==> config.mk <==
export PLATFORM = sky130hd
export DESIGN_NAME = msg_packer
export DESIGN_NICKNAME = d
export VERILOG_FILES = /design/src/rtl/msg_packer.sv
export SDC_FILE = /design/constraint.sdc
export NUM_CORES = 1
export LEC_CHECK = 0
export CORE_MARGIN = 2
export CORE_UTILIZATION = 55
export DETAILED_ROUTE_END_ITERATION = 7
export PLACE_DENSITY = 0.84
export REMOVE_ABC_BUFFERS = 1
export SYNTH_ARGS = -nofsm -noshare
export SYNTH_HDL_FRONTEND = slang
export SYNTH_SLANG_ARGS = --single-unit
==> constraint.sdc <==
create_clock -name clk -period 2.8 [get_ports clk]
set_clock_uncertainty 0.15 [all_clocks]
set_input_delay 0.7 -clock clk [delete_from_list [all_inputs] [get_ports clk]]
set_output_delay 0.7 -clock clk [all_outputs]
set_load 0.02 [all_outputs]
==> src/rtl/msg_packer.sv <==
// Collects a stream of ASCII bytes into a fixed-width message for the cypher.
// Holds the packed message with enable high until the consumer signals done.
module msg_packer #(
    parameter int          MSG_BYTES = 30,
    parameter logic [7:0]  PAD_BYTE  = 8'h00
) (
    input  logic                               clk,
    input  logic                               rst_n,
    input  logic                               in_valid,
    output logic                               in_ready,
    input  logic [7:0]                         in_byte,
    input  logic                               in_last,
    output logic [8*MSG_BYTES-1:0]             msg,
    output logic [$clog2(MSG_BYTES+1)-1:0]     msg_len,
    output logic                               enable,
    input  logic                               done
);

    localparam int CW = $clog2(MSG_BYTES + 1);

    typedef enum logic {
        FILL = 1'b0,
        HOLD = 1'b1
    } state_e;

    state_e                   state_q, state_d;
    logic [CW-1:0]            count_q, count_d;
    logic [7:0]               buf_q [MSG_BYTES];
    logic [7:0]               buf_d [MSG_BYTES];
    logic [8*MSG_BYTES-1:0]   msg_q, msg_d;
    logic [CW-1:0]            msg_len_q, msg_len_d;
    logic                     accept;
    logic                     final_byte;

    always_comb begin
        // NOTE: every variable gets a default before the case so no path leaves one unassigned (no latches).
        state_d    = state_q;
        count_d    = count_q;
        buf_d      = buf_q;
        msg_d      = msg_q;
        msg_len_d  = msg_len_q;

        in_ready   = (state_q == FILL) && (count_q < CW'(MSG_BYTES));
        enable     = (state_q == HOLD);
        accept     = in_valid && in_ready;
        final_byte = in_last || (count_q == CW'(MSG_BYTES - 1));

        case (state_q)
            FILL: begin
                if (accept) begin
                    for (int k = 0; k < MSG_BYTES; k++) begin
                        if (k == int'(count_q)) buf_d[k] = in_byte;
                    end
                    count_d = count_q + CW'(1);
                    if (final_byte) begin
                        state_d   = HOLD;
                        msg_len_d = count_q + CW'(1);
                        // The byte arriving this edge is not yet in buf_q, so splice it in directly.
                        for (int k = 0; k < MSG_BYTES; k++) begin
                            if (k < int'(count_q))
                                msg_d[8*(MSG_BYTES-k)-1 -: 8] = buf_q[k];
                            else if (k == int'(count_q))
                                msg_d[8*(MSG_BYTES-k)-1 -: 8] = in_byte;
                            else
                                msg_d[8*(MSG_BYTES-k)-1 -: 8] = PAD_BYTE;
                        end
                    end
                end
            end
            HOLD: begin
                if (done) begin
                    state_d = FILL;
                    count_d = '0;
                    for (int k = 0; k < MSG_BYTES; k++) buf_d[k] = 8'h00;
                end
            end
            default: state_d = FILL;
        endcase
    end

    // NOTE: sequential state uses non-blocking assignments only; blocking here would race with readers.
    always_ff @(posedge clk) begin
        if (!rst_n) begin
            state_q   <= FILL;
            count_q   <= '0;
            msg_q     <= '0;
            msg_len_q <= '0;
            // NOTE: the byte buffer is reset too, since a reset must leave no residue of a partial message.
            for (int k = 0; k < MSG_BYTES; k++) buf_q[k] <= 8'h00;
        end else begin
            state_q   <= state_d;
            count_q   <= count_d;
            buf_q     <= buf_d;
            msg_q     <= msg_d;
            msg_len_q <= msg_len_d;
        end
    end

    assign msg     = msg_q;
    assign msg_len = msg_len_q;

endmodule

Word-level counts from Yosys, hierarchy flattened
Cells that the tools add are included.

Register bits: 491. Input port bits: 13. Word-level logic and storage cells: 265.

Add/subtract/negate cells: 1. Magnitude comparators: 31. Eq/ne operators: 62. Muxes and demuxes: 100. Bitwise gates (word level): 1. Reduce and logical (&&, ||, !) cells: 36.

Operators with widths (count): $mux 8 (90); $mux 240 (2); $pmux 240 s2 (1); $reduce_and 3->1 (31); $eq 5x5->1 const A (16); $lt 5x5->1 const A (14); $ne 2x1->1 const B (30); $eq 4x5->1 const A (8); $lt 4x5->1 const A (8); $eq 3x5->1 const A (4); $lt 3x5->1 const A (4); $lt 1x5->1 const A (2); $lt 2x5->1 const A (2); $mux 5 (2); $pmux 5 s2 (1); $add 5x1->5 const B (1); $eq 2x5->1 const A (1); $eq 5x5->1 const B (1); $logic_not 5->1 (1); $lt 5x5->1 const B (1); $ne 2x2->1 const B (2); $mux 1 (3); $logic_and 1x1->1 (2); $pmux 1 s2 (1); other kinds (3) (3).

Depth between registers and ports, before layout
Depth in word-level cells: 5. Mapped depth: 12. Depth with buffers taken out: 6.

Least setup slack after synthesis
Ideal clock, no wire load.

Path kind: register to register. Start: register count_q[1]. End: register buf_q[112] (netlist bit). Library setup time: 116 ps. Data arrival time: 2291 ps. Slack: 242 ps. Cell stages (with the launch flop): 10. Period minus slack after synthesis: 2558 ps. Path through: dfxtp_1 ha_1 clkbuf_1 clkbuf_1 and3_1 ha_1 clkbuf_1 nand3_2 buf_4 a31o_2.

Cells in the longest elaborated chain, start to end: 5. Elaborated cells between the ends (all ways): 7.

RTL lines: from (decl) (line 27) `logic [CW-1:0] count_q, count_d;`; from (signal assigned) (line 92) `count_q <= count_d;`; $lt 5x5->1 (line 43) `in_ready = (state_q == FILL) && (count_q < CW'(MSG_BYTES));`; $logic_and 1x1->1 (line 43); $logic_and 1x1->1 (line 45) `accept = in_valid && in_ready;`; $ne 2x2->1 (no line); $reduce_and 3->1 (no line) *; to (signal assigned) (line 93) `buf_q <= buf_d;`; to (decl) (line 28) `logic [7:0] buf_q [MSG_BYTES];`.

Mark *: on every way between the ends. The rest lies on a longest branch, timed or not. A chain may end at the register's enable or synchronous reset.

Final worst setup path
Start: register count_q[2]. End: output port in_ready.

Cells in the longest elaborated chain, start to end: 2.

RTL lines: $lt 5x5->1 (line 43); $logic_and 1x1->1 (line 43); to (decl) (line 10) `output logic in_ready,`.

Every way passes these cells.

==> results.json <==
{
  "status": "complete, no violations",
  "powerDensity_nw_per_um2": 630,
  "placementRows": 71,
  "synthMuxAreaShare": 0.0126,
  "crit_chain": "and4_1, nor2_1, dlygate4sd2_1",
  "ys_async_sr_fraction": 0,
  "drtIter0Drc": 2452,
  "synth_top_family_by_area": "compound AO/OA/AOI/OAI gates",
  "grt_max_degree": 121,
  "crit_arrival_ns": 1.87,
  "period_share": 0.972,
  "drt_first_pass_iters": 6,
  "synth_top_area_frac": 0.466,
  "dp_hpwl_um": 43400,
  "yosys-top-cells-area": "dfxtp_1 (47%), nand3_1 (4.9%), a21oi_1 (4.7%)",
  "vdd_ir_drop_max_uv": 487,
  "synth_edf_count": 0,
  "syn-instance-count": 2297,
  "met2_usage": 0.537,
  "ys_ff_latch": 483,
  "grt_pass1_vias": 18700,
  "start_util": 0.554,
  "synth_fa_ha_area_frac": 0.00302,
  "grtUsageMet3": 0.0564,
  "hold_buffers": 0,
  "cts_tree": "done",
  "wl_um": 69000,
  "grt_use_total": 0.342,
  "hold_viol": 0,
  "routed_via_density": 6.70,
  "clk_pin_slew_ns": 0.07,
  "cpMaxStageDelayCell": "dfxtp_4",
  "placed_cell_area_um2": 23600,
  "path_class": "reg -> out",
  "critPathMaxStageDelay_ns": 0.49,
  "max_cap_viol_count": 0,
  "min_period_ns": 2.72,
  "io_pins": 260,
  "fin_area_um2": 25300,
  "ys.warnings.count": 0,
  "p_total_w": 0.0159,
  "drive_gt1_frac": 0.141,
  "grt_pass1_wl_um": 106000,
  "grt-ovfl-total": 0,
  "p_leak_nw": 8.48,
  "timing.final.max_slew_violations": 0,
  "synthTopCellsByCount": "dfxtp_1 (483), nand3_1 (203), a21oi_1 (195)",
  "htree_levels": 2,
  "ys_types": 79,
  "critPathRequiredTime_ns": 1.95,
  "synth-simple-area-share": 0.153,
  "die_w_um": 198,
  "gp_congestion": 0.888,
  "fin_nets": 2441,
  "fp.dieH_um": 198,
  "yosys.area.top_type": "dfxtp_1",
  "fmax_ghz": 0.368,
  "busiest_layer": "met2",
  "synth_compound_area_frac": 0.293,
  "hold_class": "reg -> reg",
  "ys_seq_area_frac": 0.466,
  "cts_buffers": 48,
  "cts_buffer_depth": 3,
  "dieArea_um2": 39300,
  "clkLatencyLatePin_ns": 0.57,
  "cts.sinks": 483,
  "yosysMostFrequentCell": "dfxtp_1",
  "avgRoutedWirePerCell_um": 23.2,
  "met1_usage": 0.454,
  "synthesis.area_um2": 20700,
  "syn_to_final_growth_pct": 22.1,
  "drc": 0,
  "utilization": 0.677,
  "port_buffers": 259,
  "antenna_found_initial": 2,
  "synth_xor_area_frac": 0.000845,
  "syn_area_per_cell_um2": 9.02,
  "dr_total_vias": 19900,
  "crit_path_end_kind": "output pin",
  "fp.coreArea_um2": 37400,
  "slew_headroom": 0.440,
  "fill_cells": 2842,
  "timing_worst_slew_pin_value_ns": 0.834,
  "cts-root-buf": "clkbuf_16",
  "antenna_left": 0,
  "rsz0062_at_grt": "false",
  "synth_ff_type": "dfxtp_1",
  "worstPathMaxFanout": 19,
  "start_kind": "flip-flop",
  "setup_viol": 0
}
[cells in the final DEF (no fill, tap or decap), types with 17 or more instances in the layout]
| master | count |
|---|---|
| dfxtp_1 | 478 |
| clkdlybuf4s50_1 | 249 |
| nand3_1 | 203 |
| a21oi_1 | 195 |
| nand2_1 | 137 |
| nor2_1 | 128 |
| o21ai_0 | 125 |
| a211oi_1 | 117 |
| a31o_2 | 101 |
| a22oi_1 | 94 |
| buf_4 | 76 |
| a311oi_1 | 56 |
| clkbuf_16 | 49 |
| a32oi_1 | 33 |
| nand4_1 | 30 |
| mux2i_1 | 26 |
| buf_12 | 26 |
| o211ai_1 | 24 |
| o21a_1 | 18 |
| inv_1 | 17 |
| and2_1 | 17 |
[path summary, 6_finish.rpt]
path | from | to | slack [ns] | cells past startpoint
setup reg to reg | count_q[2]$_SDFFE_PN0P_ | msg[89]$_SDFFE_PN0P_ | 0.12 | 6
hold reg to reg | msg[2]$_SDFFE_PN0P_ | msg[2]$_SDFFE_PN0P_ | 0.31 | 2
setup / recovery | count_q[2]$_SDFFE_PN0P_ | in_ready | 0.08 | 3
hold / removal | msg[2]$_SDFFE_PN0P_ | msg[2]$_SDFFE_PN0P_ | 0.31 | 2
[through the flow]
stage / setup TNS, ns / hold WS (ns) / setup WS (ns) / cells
floorplan: -2462.83 / 0.284 / -6.39 / 2012
global placement: 0 / 0.293 / 0.214 / 2884
detailed placement: 0 / 0.300 / 0.126 / 2884
CTS: 0 / 0.310 / 0.0257 / 2970
global route: 0 / 0.333 / 0.0144 / 2972
finish: 0 / 0.309 / 0.0790 / 2972
[metal layers]
metal  wire, um  share of wire
met1      26500           0.38
met2      31000           0.45
met3       7840           0.11
met4       3730          0.054
met5          0              0
[flip-flops by register name, summed over array words and instances, names as in the netlist]
name / flops
buf_q: 232
count_q: 5
enable: 1
msg: 240
msg_len: 5
[power by group]
group	total, W	leakage (nW)	internal (W)	switching, W
Clock	0.00676	0.818	0.00407	0.00269
Combinational	0.00194	3.73	0.000709	0.00124
Sequential	0.00723	3.93	0.00709	0.000149
[layout make-up]
class / count / area, um^2 / area share
Multi-Input combinational cell: 1508 / 9610 / 0.380
Clock buffer: 71 / 1430 / 0.0565
Clock inverter: 15 / 228 / 0.00900
Inverter: 21 / 83.8 / 0.00331
Sequential cell: 483 / 9680 / 0.382
Timing Repair Buffer: 361 / 3640 / 0.144
Antenna cell: 2 / 5.00 / 0.000198
Tap cell: 511 / 639 / 0.0253
[logic make-up after synthesis]
| group | Yosys count |
|---|---|
| compound gates | 862 |
| xor+xnor | 2 |
| fa+ha+maj | 5 |
| buf+inv | 306 |
| flops | 483 |
| mux | 26 |
| simple gates | 613 |
[what timing repair did]
action,CTS,global route
cloned,0,0
endpoints found under the setup margin,1,9
setup buffers,0,0
resized for setup,1,2
[critical path, delay by kind of cell (launching register included)]
kind	cells	cell delay (ns)
buf+inv	1	0.34
simple gates	2	0.47
flops	1	0.49
Note: power is estimated with default switching activity, not from simulation.
